### config.mk
export PLATFORM = sky130hd
export DESIGN_NAME = bnn_img_loader_flat
export DESIGN_NICKNAME = d
export VERILOG_FILES = /design/src/rtl/bnn_img_loader_if.sv /design/src/rtl/bnn_img_loader.sv /design/src/flat_wrapper.sv
export SDC_FILE = /design/constraint.sdc
export NUM_CORES = 2
export LEC_CHECK = 0
export ABC_AREA = 0
export CORE_AREA = 3 3 358 360
export CTS_BUF_LIST = sky130_fd_sc_hd__clkbuf_8
export DETAILED_ROUTE_END_ITERATION = 6
export DIE_AREA = 0 0 361 363
export DONT_BUFFER_PORTS = 1
export GPL_TIMING_DRIVEN = 0
export PLACE_DENSITY = 0.43
export SETUP_SLACK_MARGIN = 0.05
export SLEW_MARGIN = 40
export SYNTH_ARGS = -nofsm -noshare
export SYNTH_HDL_FRONTEND = slang
export SYNTH_SLANG_ARGS = --single-unit
### constraint.sdc
create_clock -name clk -period 7.8 [get_ports clk]
set_input_delay 0.39 -clock clk [delete_from_list [all_inputs] [get_ports clk]]
set_output_delay 0.39 -clock clk [all_outputs]
set_load 0.01 [all_outputs]
### src/rtl/bnn_img_loader_if.sv
// Signal bundle between the host byte front end and the BNN image loader.
// The loader takes the slave view; the host side (or a bench) takes the master view.
interface bnn_img_loader_if #(
    parameter int IMG_BITS = 904,
    parameter int BYTE_W   = 8,
    parameter int RESULT_W = 4
);
    logic [BYTE_W-1:0]   byte_in;
    logic                byte_valid;
    logic                byte_ready;
    logic                load_abort;
    logic [IMG_BITS-1:0] img_out;
    logic                img_buffer_full;
    logic                bnn_enable;
    logic [RESULT_W-1:0] result_in;
    logic                result_ready;
    logic                bnn_clear;
    logic [RESULT_W-1:0] result_data;
    logic                result_valid;
    logic                result_ack;
    logic                infer_timeout;

    modport master (
        output byte_in, byte_valid, load_abort, result_in, result_ready, result_ack,
        input  byte_ready, img_out, img_buffer_full, bnn_enable, bnn_clear,
               result_data, result_valid, infer_timeout
    );

    modport slave (
        input  byte_in, byte_valid, load_abort, result_in, result_ready, result_ack,
        output byte_ready, img_out, img_buffer_full, bnn_enable, bnn_clear,
               result_data, result_valid, infer_timeout
    );
endinterface

### src/rtl/bnn_img_loader.sv
// Packs host bytes MSB-first into the BNN image word, runs one inference,
// and hands the class result back to the host before re-arming the BNN.
//
// state    | meaning
// ---------+--------------------------------------------------------------
// S_LOAD   | accepting image bytes, byte_ready=1
// S_INFER  | image frozen, bnn_enable=1, waiting for result_ready or timeout
// S_REPORT | result_valid held until host acks
// S_CLEAR  | bnn_clear pulsed, waiting for BNN to drop result_ready
module bnn_img_loader #(
    parameter int IMG_BITS       = 904,
    parameter int BYTE_W         = 8,
    parameter int RESULT_W       = 4,
    parameter int TIMEOUT_CYCLES = 4096
) (
    input  logic             clk,
    input  logic             rst,
    bnn_img_loader_if.slave  bus
);
    localparam int NUM_BYTES = IMG_BITS / BYTE_W;
    localparam int CNT_W     = $clog2(NUM_BYTES);
    localparam int TMO_W     = (TIMEOUT_CYCLES > 0) ? $clog2(TIMEOUT_CYCLES + 1) : 1;
    localparam logic [CNT_W-1:0] LAST_BYTE = CNT_W'(NUM_BYTES - 1);
    localparam logic [TMO_W-1:0] TMO_LOAD  = TMO_W'(TIMEOUT_CYCLES - 1);

    typedef enum logic [1:0] {S_LOAD, S_INFER, S_REPORT, S_CLEAR} state_t;

    state_t              state;
    state_t              state_nxt;
    logic [CNT_W-1:0]    byte_cnt;
    logic [TMO_W-1:0]    tmo_cnt;
    logic [IMG_BITS-1:0] img_q;
    logic [RESULT_W-1:0] result_q;
    logic                result_valid_q;
    logic                timeout_q;
    logic                clear_q;

    logic byte_ready_c;
    logic busy_c;
    logic accept_c;
    logic last_c;
    logic tmo_hit_c;
    logic ack_c;

    always_ff @(posedge clk) begin
        if (rst) begin
            state <= S_LOAD;
        end else begin
            state <= state_nxt;
        end
    end

    always_comb begin
        state_nxt    = state;
        byte_ready_c = 1'b0;
        busy_c       = 1'b0;
        accept_c     = 1'b0;
        last_c       = 1'b0;
        tmo_hit_c    = 1'b0;
        ack_c        = 1'b0;
        case (state)
            S_LOAD: begin
                byte_ready_c = 1'b1;
                // abort wins over a byte offered in the same cycle
                if (!bus.load_abort && bus.byte_valid) begin
                    accept_c = 1'b1;
                    if (byte_cnt == LAST_BYTE) begin
                        last_c    = 1'b1;
                        state_nxt = S_INFER;
                    end
                end
            end
            S_INFER: begin
                busy_c = 1'b1;
                if (bus.result_ready) begin
                    state_nxt = S_REPORT;
                end else if ((TIMEOUT_CYCLES != 0) && (tmo_cnt == '0)) begin
                    tmo_hit_c = 1'b1;
                    state_nxt = S_REPORT;
                end
            end
            S_REPORT: begin
                if (bus.result_ack) begin
                    ack_c     = 1'b1;
                    state_nxt = S_CLEAR;
                end
            end
            S_CLEAR: begin
                if (!bus.result_ready) begin
                    state_nxt = S_LOAD;
                end
            end
            default: state_nxt = S_LOAD;
        endcase
    end

    always_ff @(posedge clk) begin
        if (rst) begin
            byte_cnt       <= '0;
            tmo_cnt        <= '0;
            img_q          <= '0;
            result_q       <= '0;
            result_valid_q <= 1'b0;
            timeout_q      <= 1'b0;
            clear_q        <= 1'b0;
        end else begin
            clear_q <= ack_c;
            if (state == S_LOAD && bus.load_abort) begin
                byte_cnt <= '0;
            end else if (accept_c) begin
                img_q[IMG_BITS-1 - BYTE_W*int'(byte_cnt) -: BYTE_W] <= bus.byte_in;
                byte_cnt <= last_c ? '0 : byte_cnt + CNT_W'(1);
                // timeout is a down-counter that expires on the zero-count INFER cycle
                if (last_c) begin
                    tmo_cnt <= TMO_LOAD;
                end
            end
            if (state == S_INFER) begin
                if (bus.result_ready) begin
                    result_q       <= bus.result_in;
                    result_valid_q <= 1'b1;
                    timeout_q      <= 1'b0;
                end else if (tmo_hit_c) begin
                    result_q       <= '1;
                    result_valid_q <= 1'b1;
                    timeout_q      <= 1'b1;
                end else begin
                    tmo_cnt <= tmo_cnt - TMO_W'(1);
                end
            end
            if (ack_c) begin
                result_valid_q <= 1'b0;
            end
        end
    end

    assign bus.byte_ready      = byte_ready_c;
    assign bus.img_out         = img_q;
    assign bus.img_buffer_full = busy_c;
    assign bus.bnn_enable      = busy_c;
    assign bus.bnn_clear       = clear_q;
    assign bus.result_data     = result_q;
    assign bus.result_valid    = result_valid_q;
    assign bus.infer_timeout   = timeout_q;
endmodule

### src/flat_wrapper.sv
// flat-port wrapper written by rule: the top's interface ports become plain ports
module bnn_img_loader_flat 
#(
    parameter int IMG_BITS       = 904,
    parameter int BYTE_W         = 8,
    parameter int RESULT_W       = 4,
    parameter int TIMEOUT_CYCLES = 4096
)
  (clk, rst, bus_byte_in, bus_byte_valid, bus_load_abort, bus_result_in, bus_result_ready, bus_result_ack, bus_byte_ready, bus_img_out, bus_img_buffer_full, bus_bnn_enable, bus_bnn_clear, bus_result_data, bus_result_valid, bus_infer_timeout);
  bnn_img_loader_if #(.IMG_BITS(IMG_BITS), .BYTE_W(BYTE_W), .RESULT_W(RESULT_W)) bus_i ();
  input  logic clk;
  input  logic rst;
  input wire logic [$bits(bus_i.byte_in)-1:0] bus_byte_in;
  input wire logic [$bits(bus_i.byte_valid)-1:0] bus_byte_valid;
  input wire logic [$bits(bus_i.load_abort)-1:0] bus_load_abort;
  input wire logic [$bits(bus_i.result_in)-1:0] bus_result_in;
  input wire logic [$bits(bus_i.result_ready)-1:0] bus_result_ready;
  input wire logic [$bits(bus_i.result_ack)-1:0] bus_result_ack;
  output wire logic [$bits(bus_i.byte_ready)-1:0] bus_byte_ready;
  output wire logic [$bits(bus_i.img_out)-1:0] bus_img_out;
  output wire logic [$bits(bus_i.img_buffer_full)-1:0] bus_img_buffer_full;
  output wire logic [$bits(bus_i.bnn_enable)-1:0] bus_bnn_enable;
  output wire logic [$bits(bus_i.bnn_clear)-1:0] bus_bnn_clear;
  output wire logic [$bits(bus_i.result_data)-1:0] bus_result_data;
  output wire logic [$bits(bus_i.result_valid)-1:0] bus_result_valid;
  output wire logic [$bits(bus_i.infer_timeout)-1:0] bus_infer_timeout;
  assign bus_i.byte_in = bus_byte_in;
  assign bus_i.byte_valid = bus_byte_valid;
  assign bus_i.load_abort = bus_load_abort;
  assign bus_i.result_in = bus_result_in;
  assign bus_i.result_ready = bus_result_ready;
  assign bus_i.result_ack = bus_result_ack;
  assign bus_byte_ready = bus_i.byte_ready;
  assign bus_img_out = bus_i.img_out;
  assign bus_img_buffer_full = bus_i.img_buffer_full;
  assign bus_bnn_enable = bus_i.bnn_enable;
  assign bus_bnn_clear = bus_i.bnn_clear;
  assign bus_result_data = bus_i.result_data;
  assign bus_result_valid = bus_i.result_valid;
  assign bus_infer_timeout = bus_i.infer_timeout;
  bnn_img_loader #(.IMG_BITS(IMG_BITS), .BYTE_W(BYTE_W), .RESULT_W(RESULT_W), .TIMEOUT_CYCLES(TIMEOUT_CYCLES)) u_core (.clk(clk), .rst(rst), .bus(bus_i));
endmodule
* Yosys cells after proc, flatten, opt, wreduce, memory -nomap -nowiden
Index checks and enable logic that the tools add are counted.
** Operators by class
- Add/subtract/negate cells :: 4
- $mul :: 0
- Div/mod/pow operators :: 0
- $lt $le $gt $ge :: 0
- Equality and inequality tests :: 9
- Shift-type cells :: 2
- Multiplexer cells :: 32
- Bitwise gates (word level) :: 1
- Reduce and logical (&&, ||, !) cells :: 11
** Operators with widths (count)
- $shift 8x33->911 const A :: 1
- $shiftx 8x33->911 :: 1
- $bwmux 904 :: 1
- $mux 13 :: 6
- $neg 32->33 :: 1
- $mux 1 :: 15
- $logic_not 13->1 :: 1
- $sub 13x1->13 const B :: 1
- $mux 2 :: 6
- $sub 10x10->11 const A :: 1
- $mux 4 :: 2
- $pmux 2 s4 :: 1
- $add 7x1->7 const B :: 1
- $eq 7x7->1 const B :: 1
- $mux 7 :: 1
- $reduce_and 5->1 :: 1
- $eq 2x2->1 const B :: 2
- $ne 2x1->1 const B :: 2
- $ne 2x2->1 const B :: 2
- $reduce_and 2->1 :: 2
- $reduce_or 2->1 :: 2
- $ne 3x2->1 const B :: 1
- $eq 2x1->1 const B :: 1
- $logic_and 1x1->1 :: 2
- other kinds (4) :: 4
** Storage, ports and cells
- Register bits :: 933
- Latch bits :: 0
- Bits in writable memories :: 0
- Memory bits (read-only) :: 0
- Input bits :: 18
- Word-level logic and storage cells :: 67
- Memories kept :: 0

* Longest topological paths before layout
- Word-level depth :: 10
- Depth in mapped cells :: 12
- Depth with buffers taken out :: 7

* Worst setup path before layout
Ideal clock, no wire load.
- Path kind :: register to register
- Start :: reg u_core.byte_cnt[0]
- End :: reg u_core.img_q[518] (netlist: u_core.bus.img_out[518])
- Arrival :: 2.854 ns
- Data required time :: 7.672 ns
- Setup slack :: 4.817 ns
- Cell stages (with the launch flop) :: 12
- Path buffers :: 4
- Path through :: dfxtp_1 -> buf_6 -> clkbuf_1 -> inv_1 -> ha_1 -> clkbuf_1 -> or4b_2 -> o32ai_1 -> nand4_1 -> clkbuf_1 -> nand3b_1 -> o21ai_0
** Between the ends
- Word-level cells in the longest chain between the ends :: 4
- Elaborated cells between the ends (all ways) :: 5
- Classes of those cells :: add/sub (2); shift (2); mux (1)
** Ends and longest elaborated chain
- start: declaration :: RTL line bnn_img_loader.sv:30 : logic [CNT_W-1:0] byte_cnt;
- start signal: assignment :: RTL line bnn_img_loader.sv:112 : byte_cnt <= last_c ? '0 : byte_cnt + CNT_W'(1);
- $sub 10x10->11 (*) :: RTL line bnn_img_loader.sv:111 : img_q[IMG_BITS-1 - BYTE_W*int'(byte_cnt) -: BYTE_W] <= bus.byte_in;
- $neg 32->33 (*) :: RTL line bnn_img_loader.sv:111
- $shiftx 8x33->911 / $shift 8x33->911 (equally long branches) :: RTL line bnn_img_loader.sv:111
- $bwmux 904 (*) :: RTL line bnn_img_loader.sv:111
- end signal: indexed assignment :: RTL line bnn_img_loader.sv:111
- end: declaration :: RTL line bnn_img_loader.sv:32 : logic [IMG_BITS-1:0] img_q;
Every way passes the cells marked *; elsewhere a longest branch is shown, timed or not.
A chain may end at the register's enable or synchronous reset.

* Final worst setup path
- Start :: reg u_core.byte_cnt[0]
- End :: reg u_core.img_q[94] (netlist: u_core.bus.img_out[94])
The elaborated chain is that of the path after synthesis.

==> results by group <==
Synthesis
  • Flops & latches, synth: 933
  • Synth cell count leaders: dfxtp_1 (933), mux2i_1 (695), nand2b_1 (410)
  • Synth Area in Adders: 0.00279
  • Post-synthesis simple-gate area fraction: 0.201
  • Syn_area_per_cell: between 10 and 15 um2
  • Netlist cell types: ~70
  • Ys flop type: dfxtp_1
  • Syn nets: between 3000 and 4000
  • Gate Count Post-Synth: approximately 3400
  • Netlist Area Pre-Place: between 0.03 and 0.04 mm2
  • Post-synthesis mux area share: 0.194
  • Area contributors post-synth: dfxtp_1 (52%), mux2i_1 (19%), nand2b_1 (7.2%)
  • XOR/XNOR share of the synthesized area: 0.00387
  • Largest family of logic cells by synthesized area: simple AND/OR/NAND/NOR gates
  • Sequential share of the synthesized area: 0.521
  • Yosys warnings: 0
  • Post-synth EDFFs: 0
  • Most common cell in the synthesized netlist: dfxtp_1
  • Yosys top cell area share: 0.521
  • Post-synth top area cell: dfxtp_1
  • Synth Area in Compound Gates: 0.0448
  • Post-synth ARST share: 0

Clock tree
  • Clock Pin Slew Worst Setup and Hold Paths: ~0.060 ns
  • Clock root buffer: clkbuf_8
  • Clk sink count: 933
  • TritonCTS buffer count: approximately 170
  • Clock tree buffer depth: 3
  • CTS tree: built
  • Clock Latency Late Sink: slightly above 0.9 ns
  • H-tree lvl count: 4

GRT
  • First-pass GRT wire length: 221000 um
  • Initial antenna violation count: 6
  • Vias in the first global route: roughly 26000
  • GRT Util Overall: 0.238
  • Overflow after GRT: 0
  • Largest net degree at the start of global routing: 17

Layout
  • Final nets: 3660
  • Layout area overhead: 16.0%
  • Fillers: 13055
  • Share of post-route cells with drive strength above 1: 0.106

Floorplanning
  • I/O pins: between 900 and 1000
  • Die X: 361 um
  • Die area: 0.131 mm2
  • Initial Util: 0.286
  • CORE AREA: 0.125 mm2
  • Die Y-Extent: roughly 360 um
  • Cell Rows: between 100 and 150

STA
  • Clock skew: 0.0523 ns
  • Worst Tran Pin Value: roughly 0.9 ns
  • Final worst path period share: 0.571
  • Final Setup Violations: 0
  • RSZ-0062 raised after global routing: false
  • Slew HR: 0.393
  • Fin. Hold Viols: 0
  • Slew Limit Fails: 0
  • Setup TNS: 0 ns
  • Max Fclk: ~220 MHz
  • Tmin final: roughly 4.5 ns

Placed design
  • HPWL Detailed: roughly 120000 um
  • Port Buffers: 0
  • Routability congestion estimate: between 0.8 and 0.9

Setup path
  • WP data required: 8.54 ns
  • Setup crit start kind: flip-flop
  • Cell mode on critical path: clkbuf_1
  • Delay-heaviest family, CP: simple AND/OR/NAND/NOR gates
  • Max incr delay on CP: approximately 0.73 ns
  • CP arrival: around 5.2 ns
  • Worst path cell trace: buf_6 > clkbuf_1 > inv_1 > ha_1 > clkbuf_1 > nand3b_1 > nor3_2 > nand4_1 > clkbuf_1 > nand3b_1 > o21ai_0
  • R2r worst-path depth: 11
  • Slowest-stage cell, CP: nand4_1
  • Setup crit end kind: flip-flop
  • Kind of critical path: flip-flop to flip-flop
  • CP max FO: 10
  • Levels on crit path: 11
  • CP Buf/Inv Count: 5

Route
  • DRT iter0 DRCs: 1423
  • Via density: just under 5
  • Met3 routed WL: 14800 um
  • Met2 wire length: about 80000 um
  • # DRC: 0
  • Vias: between 20000 and 30000
  • DRT met1 WL: roughly 63000 um
  • Top Layer Used: met5
  • ANT nets after route: 0
  • First-pass iteration count of the detailed router: 5
  • DRT Wirelength: about 160000 um
  • Routed WL per cell: roughly 30 um

Power and ir drop
  • Power Total: between 9 and 10 mW
  • Pleak: 18.4 nW
  • Power per cell area: 228 mW/mm2
  • Peak supply drop: 0.170 mV

Min path
  • Tightest Hold Check Type: primary input to flip-flop
  • Worst Hold Depth: 3

Flow run
  • Max cap viols: 0

Run status
  • Outcome: complete, no violations
## through the flow
step / hold WS (ns) / utilization / setup WS, ns / cell area (um2) / cells
floorplan: 0.457 / - / 4.82 / 35900 / 3419
global placement: 0.484 / 0.302 / 3.00 / 37900 / 5069
detailed placement: 0.495 / 0.306 / 3.31 / 38400 / 5100
CTS: 0.00776 / 0.332 / 3.27 / 41600 / 5397
global route: 0.0347 / 0.332 / 3.05 / 41600 / 5402
finish: 0.0701 / 0.332 / 3.35 / 41600 / 5404
## layout make-up
class                      count  area, um2  share of cell area
sequential                   933      18700               0.449
buffer                       275       1150              0.0276
timing repair buffer          47        474              0.0114
tap                         1650       2060              0.0496
inverter                      11       41.3            0.000992
multi-input combinational   2200      16100               0.387
antenna                        6       15.0            0.000361
clock inverter                97        520              0.0125
clock buffer                 185       2550              0.0612
## layer usage
layer | global-route usage | up-vias
li1 | - | 12195
met1 | 0.268 | 13072
met2 | 0.403 | 984
met3 | 0.0973 | 271
met4 | 0.0916 | 2
met5 | 0 | -
## cell usage in the layout, fill, tap and decap left out, types with 34 or more instances in the layout
master	n
dfxtp_1	933
mux2i_1	695
nand2b_1	410
nor2_1	356
nand3b_1	219
o21ai_0	213
clkbuf_1	211
clkbuf_8	185
inv_1	89
buf_2	34
## flip-flops by register name, summed over array words and instances, names as in the netlist
register,flops
u_core.byte_cnt,7
u_core.bus.img_out,904
u_core.bus.result_data,4
u_core.state,2
u_core.bus.bnn_clear,1
u_core.tmo_cnt,13
u_core.bus.infer_timeout,1
u_core.bus.result_valid,1
## path summary, 6_finish.rpt
path | startpoint | endpoint | slack (ns)
worst max-delay path | u_core.byte_cnt[0]$_SDFFE_PP0P_ | u_core.bus.img_out[94]$_SDFFE_PP0P_ | 3.35
worst min-delay path | bus_byte_in[4] | u_core.bus.img_out[652]$_SDFFE_PP0P_ | 0.07
worst max register to register | u_core.byte_cnt[0]$_SDFFE_PP0P_ | u_core.bus.img_out[94]$_SDFFE_PP0P_ | 3.35
worst min register to register | u_core.tmo_cnt[0]$_SDFF_PP0_ | u_core.tmo_cnt[0]$_SDFF_PP0_ | 0.51
## tightest hold or removal path, delay by kind of cell
| family | cells | cell delay, ns |
|---|---|---|
| buffers and inverters | 1 | 0.36 |
| muxes | 1 | 0.13 |
| and+or+nand+nor | 1 | 0.07 |
## power by group
part	switching, mW	internal (mW)	total, mW
Combinational	0.270	0.0976	0.367
Clock	2.15	2.21	4.35
Sequential	0.00476	4.77	4.77
Total	2.42	7.07	9.49
## repair_timing
item | in CTS | in global routing
resized for setup | 0 | 0
buffers inserted | 0 | 0
hold endpoints to repair | 65 | 0
hold buffers | 15 | 0
## logic make-up after synthesis
kind of cell | count (synthesis)
XOR/XNOR | 12
buffers and inverters | 286
AND/OR/NAND/NOR | 1202
multiplexers | 695
AO/OA/AOI/OAI | 283
adder cells (fa/ha/maj) | 8
flip-flops | 933
Note: power is estimated with default switching activity, not from simulation.
